File: config.mk
export PLATFORM = sky130hd
export DESIGN_NAME = rf_multiport
export DESIGN_NICKNAME = d
export VERILOG_FILES = /design/src/rtl/rf_multiport.sv
export SDC_FILE = /design/constraint.sdc
export NUM_CORES = 2
export LEC_CHECK = 0
export BUFFER_PORTS_ARGS = -buffer_cell sky130_fd_sc_hd__buf_2
export CAP_MARGIN = 0
export CORE_ASPECT_RATIO = 1.75
export CORE_UTILIZATION = 40
export CTS_CLUSTER_SIZE = 40
export DETAILED_ROUTE_END_ITERATION = 16
export PLACE_DENSITY = 0.54
export SLEW_MARGIN = 20
export SYNTH_ARGS = -nofsm -noshare
export SYNTH_HDL_FRONTEND = slang
export SYNTH_SLANG_ARGS = --single-unit
export TNS_END_PERCENT = 20
File: constraint.sdc
create_clock -name i_clk -period 6.3 [get_ports i_clk]
set_input_delay 0 -clock i_clk [delete_from_list [all_inputs] [get_ports i_clk]]
set_output_delay 0 -clock i_clk [all_outputs]
set_load 0.03 [all_outputs]
File: src/rtl/rf_multiport.sv
// rf_multiport: multi-ported register file with a per-register busy scoreboard.
// Register 0 always reads zero. Each read port can optionally see same-cycle
// write data and busy-clears through a bypass network.
//
// Interface timing: reads (o_rdata, o_rbusy) are purely combinational from
// the address inputs. Writes (i_wen/i_waddr/i_wdata) and allocations
// (i_alloc_en/i_alloc_addr) are sampled at posedge i_clk and take effect
// from the next cycle. There is no valid/ready handshake: every enabled
// write or alloc is accepted unconditionally.
module rf_multiport #(
  parameter int XLEN      = 32,
  parameter int DEPTH     = 32,  // power of two, at least 2
  parameter int NUM_RD    = 4,
  parameter int NUM_WR    = 2,
  parameter int BYPASS_EN = 1,
  localparam int AW       = $clog2(DEPTH)
) (
  input  logic                   i_clk,
  input  logic                   i_rst,
  input  logic [NUM_RD*AW-1:0]   i_raddr,
  output logic [NUM_RD*XLEN-1:0] o_rdata,
  output logic [NUM_RD-1:0]      o_rbusy,
  input  logic [NUM_WR-1:0]      i_wen,
  input  logic [NUM_WR*AW-1:0]   i_waddr,
  input  logic [NUM_WR*XLEN-1:0] i_wdata,
  input  logic                   i_alloc_en,
  input  logic [AW-1:0]          i_alloc_addr,
  output logic [DEPTH-1:0]       o_busy_vec
);

  logic [XLEN-1:0]  mem [DEPTH];
  logic [DEPTH-1:0] busy;
  logic [DEPTH-1:0] busy_nxt;

  // Storage update: later (higher-index) write ports overwrite earlier ones
  // on an address collision because their non-blocking update lands last.
  always_ff @(posedge i_clk) begin
    if (i_rst) begin
      for (int r = 0; r < DEPTH; r++) begin
        mem[r] <= '0;
      end
    end else begin
      for (int j = 0; j < NUM_WR; j++) begin
        if (i_wen[j] && (i_waddr[j*AW +: AW] != '0)) begin
          mem[i_waddr[j*AW +: AW]] <= i_wdata[j*XLEN +: XLEN];
        end
      end
    end
  end

  // Next busy state: writes clear, alloc sets afterwards so a new producer
  // supersedes a retiring one on the same register; bit 0 never goes busy.
  always_comb begin
    busy_nxt = busy;
    for (int j = 0; j < NUM_WR; j++) begin
      if (i_wen[j]) begin
        busy_nxt[i_waddr[j*AW +: AW]] = 1'b0;
      end
    end
    if (i_alloc_en) begin
      busy_nxt[i_alloc_addr] = 1'b1;
    end
    busy_nxt[0] = 1'b0;
  end

  // Busy scoreboard register.
  always_ff @(posedge i_clk) begin
    if (i_rst) begin
      busy <= '0;
    end else begin
      busy <= busy_nxt;
    end
  end

  assign o_busy_vec = busy;

  for (genvar k = 0; k < NUM_RD; k++) begin : g_rd
    logic [AW-1:0]   ra;
    logic [XLEN-1:0] rd;
    logic            hit;

    assign ra = i_raddr[k*AW +: AW];

    // Read mux: array contents, overridden by the highest-index matching
    // enabled write port. Writes in a reset cycle are dropped, so they are
    // not forwarded either.
    always_comb begin
      rd  = mem[ra];
      hit = 1'b0;
      if ((BYPASS_EN != 0) && !i_rst) begin
        for (int j = 0; j < NUM_WR; j++) begin
          if (i_wen[j] && (i_waddr[j*AW +: AW] == ra)) begin
            rd  = i_wdata[j*XLEN +: XLEN];
            hit = 1'b1;
          end
        end
      end
    end

    assign o_rdata[k*XLEN +: XLEN] = (ra == '0) ? '0 : rd;
    assign o_rbusy[k]              = (ra != '0) && busy[ra] && !hit;
  end

endmodule

==> key figures <==
Synth
  • Synth area leaders: edfxtp_1 (38%), mux4_2 (18%), mux2i_1 (14%)
  • Biggest area consumer among synthesized cells: edfxtp_1
  • Mapped Area: 0.0818 mm^2
  • Yosys warns: 0
  • #FFs+latches synth: between 1000 and 1500
  • Top-count cell post-synth: mux2i_1
  • Most instantiated cells after synthesis: mux2i_1 (1166), edfxtp_1 (1024), a22o_1 (992)
  • Ys async rst share: 0%
  • Syn avg cell area: between 10 and 15 um^2
  • Number of synthesized flops with an enable pin: between 1000 and 1500
  • Post-synth top area share: 37.6%
  • Number of library cell types mapped by synthesis: 51
  • Post-Syn Instances: 6587
  • Synth Flop Type: edfxtp_1
  • Sequential fraction of the synthesis area: 38.3%

Die
  • Effective utilization at floorplan: approximately two fifths
  • Ports: around 270
  • # rows: ~220
  • Core footprint: roughly 0.20 mm^2
  • Die Wd: 344 um
  • Die area: 0.206 mm^2
  • Chip height: between 600 and 700 um

Global route
  • Congestion Overflow GR: 0
  • Vias in the first global route: roughly 68000
  • First-pass GRT wire length: 540000 um
  • Initial antenna violation count: 18
  • Global Route Usage Sum: between 30% and 40%
  • Largest net degree at the start of global routing: 124

Min path
  • Hold Crit Class: in2reg

Worst setup path
  • Worst path depth: 9
  • FF-to-FF setup slack: around 4.9 ns
  • FF-to-FF path depth: 3
  • Worst Setup SP: i_raddr[2]
  • Startpoint Class: input port
  • Worst path top cell family by delay: compound AO/OA/AOI/OAI gates
  • Reg2reg start: o_busy_vec[2]$_SDFF_PP0_
  • CP Cell Sequence: buf_6 > xor2_1 > nor4_1 > nand3_1 > a21oi_4 > buf_4 > nor3_1 > a211oi_1 > buf_2
  • Worst Setup EP: o_rdata[5]
  • Worst r2r dst: o_busy_vec[2]$_SDFF_PP0_
  • CP bufs+invs: 3
  • CP Capture Type: output port
  • Critical path data required time: 6.30 ns
  • Kind of critical path: in2out
  • Crit path max fanout: 42
  • Max incr delay on CP: between 0.9 and 1 ns
  • Slowest CP cell: a21oi_4
  • Worst EP arrival: roughly 4.5 ns

Flow run
  • Max-cap check violation count: 0

Timing
  • Slew margin rel.: between 20% and 30%
  • Final Hold Violating Endpoints: 0
  • Skew final: 0 ns
  • Setup_tns: 0 ns
  • FMAX: 0.221 GHz
  • Setup repair after global routing missed its margin: no
  • Tmin final: roughly 4.5 ns
  • Final worst setup slack: ~1.8 ns
  • Slew Viols, Final: 0
  • Final setup fails: 0
  • WHS: between 0.04 and 0.05 ns
  • Slew @ Worst Pin: 1.19 ns
  • Final Cycle Share: between 70 and 80%

Finish
  • NumNets Final: ~6400
  • # fillers: 18700
  • Area of the multi-input gates: around 0.047 mm^2
  • Post-route cell area: 0.0887 mm^2
  • FF/Latch Area: 0.0314 mm^2
  • Layout cells sized above 1: about a quarter
  • Layout area overhead: 8.41%

Outcome
  • Outcome: finished clean

Clock network
  • Htree depth: 3
  • Clk sink count: about 1100
  • CTS tree: built
  • Worst-Skew Late Latency: ~0.74 ns
  • Post-cts resize count: 0
  • Worst-path clk slew: approximately 0.070 ns
  • Max clock buf depth: 3
  • Root Driver: clkbuf_16
  • Postcts setup bufs: 0
  • CTS Hold Bufs: 21
  • Total CTS buffers: between 100 and 150

Drt
  • First-pass DRT Iterations: 6
  • WL per Instance: roughly 44 um
  • DRC: 0
  • Detail Route Antenna Nets: 0
  • Drt total wl: between 300000 and 400000 um
  • Vias: around 69000
  • Via density: between 7 and 8
  • Initial DRC count: 9958

Place
  • Hpwl dp: 241000 um
  • Placed instance area: about 0.085 mm^2
  • Number of port buffers: roughly 270
  • DP Worst Slack: 2.05 ns
  • Routability cong.: roughly 0.96

Power and ir drop
  • Pwr dens: approximately 230 mW/mm^2
  • Pleak: ~0.031 uW
  • Total chip power: between 20000 and 25000 uW
  • Peak VDD IR: 0.267 mV
==> final cells by class <==
class                   count  area share (%)
inverters                   2         0.00846
flip-flops and latches   1055            35.4
repair buffers            502            3.98
diodes                      5          0.0141
well taps                2652            3.74
multi-input cells        4585            52.8
clock buffers             114            3.04
clock inverters            84            1.11
==> through the flow <==
stage	std cells	utilization, %
after floorplan	6619	-
after CTS	8994	43.6
after global placement	8774	41.7
after global routing	8995	43.6
after detailed placement	8775	41.7
final	8999	43.6
==> cell usage in the layout, fill, tap and decap left out, types with 10 or more instances in the layout <==
master,instances
o22ai_1,33
buf_12,20
mux4_2,668
nand2_1,219
clkinv_2,24
conb_1,33
clkinvlp_4,16
a211oi_2,32
mux2i_1,1165
a211oi_1,160
dfxtp_1,31
o221ai_1,93
nor3_4,10
buf_4,195
nor2_4,35
nand3_1,119
xor2_1,33
nor2b_1,67
clkbuf_16,106
nor2_1,151
bufinv_16,18
a22o_1,992
nor3_1,101
buf_2,252
edfxtp_1,1024
a211o_2,19
a22oi_1,348
a21oi_1,166
dlygate4sd3_1,21
nor3_2,20
==> flip-flops by register name, indices dropped and copies added, names as in the netlist <==
signal,cells
mem,1024
o_busy_vec,31
==> logic make-up (layout without fill, tap and decap cells) <==
family	Yosys count	in the layout	share of synthesized area (%)
compound gates	1856	1856	18.3
mux	1838	1838	32.7
flops	1055	1055	38.3
buf+inv	979	702	5.40
simple gates	818	818	4.79
xor+xnor	40	40	0.428
other cells	1	38	0.00458
==> how the worst min path moves through the flow <==
| stage | start | depth (start not counted) | endpoint | slack (ns) |
|---|---|---|---|---|
| finish | i_wdata[62] | 3 | mem[2][30]$_DFFE_PP_ | 0.04 |
| global route | i_wdata[62] | 3 | mem[2][30]$_DFFE_PP_ | 0.05 |
| CTS | i_wdata[62] | 3 | mem[2][30]$_DFFE_PP_ | 0.006 |
| detailed placement | i_alloc_addr[3] | 4 | o_busy_vec[2]$_SDFF_PP0_ | 0.50 |
| global placement | i_alloc_addr[2] | 4 | o_busy_vec[2]$_SDFF_PP0_ | 0.49 |
| floorplan | i_alloc_addr[2] | 3 | o_busy_vec[2]$_SDFF_PP0_ | 0.21 |
==> report_power, final <==
group          leakage (uW)  internal (uW)  switching, uW
registers            0.0100           8130            436
clock network       0.00177           3860           3170
logic                0.0197           1690           3110
==> per-layer routing <==
metal | track usage, % | wire length (um)
met1 | 45.4 | 134000
met2 | 57.7 | 178000
met3 | 10.3 | 51000
met4 | 24.9 | 31900
met5 | 0 | 103
==> worst reg2reg max path, stage by stage, from the launching register on <==
cell           delay [ns]
dfxtp_1              0.48
inv_1                0.07
o22ai_1              0.18
dlygate4sd3_1        0.59
Power figures use the tool's default switching activity.
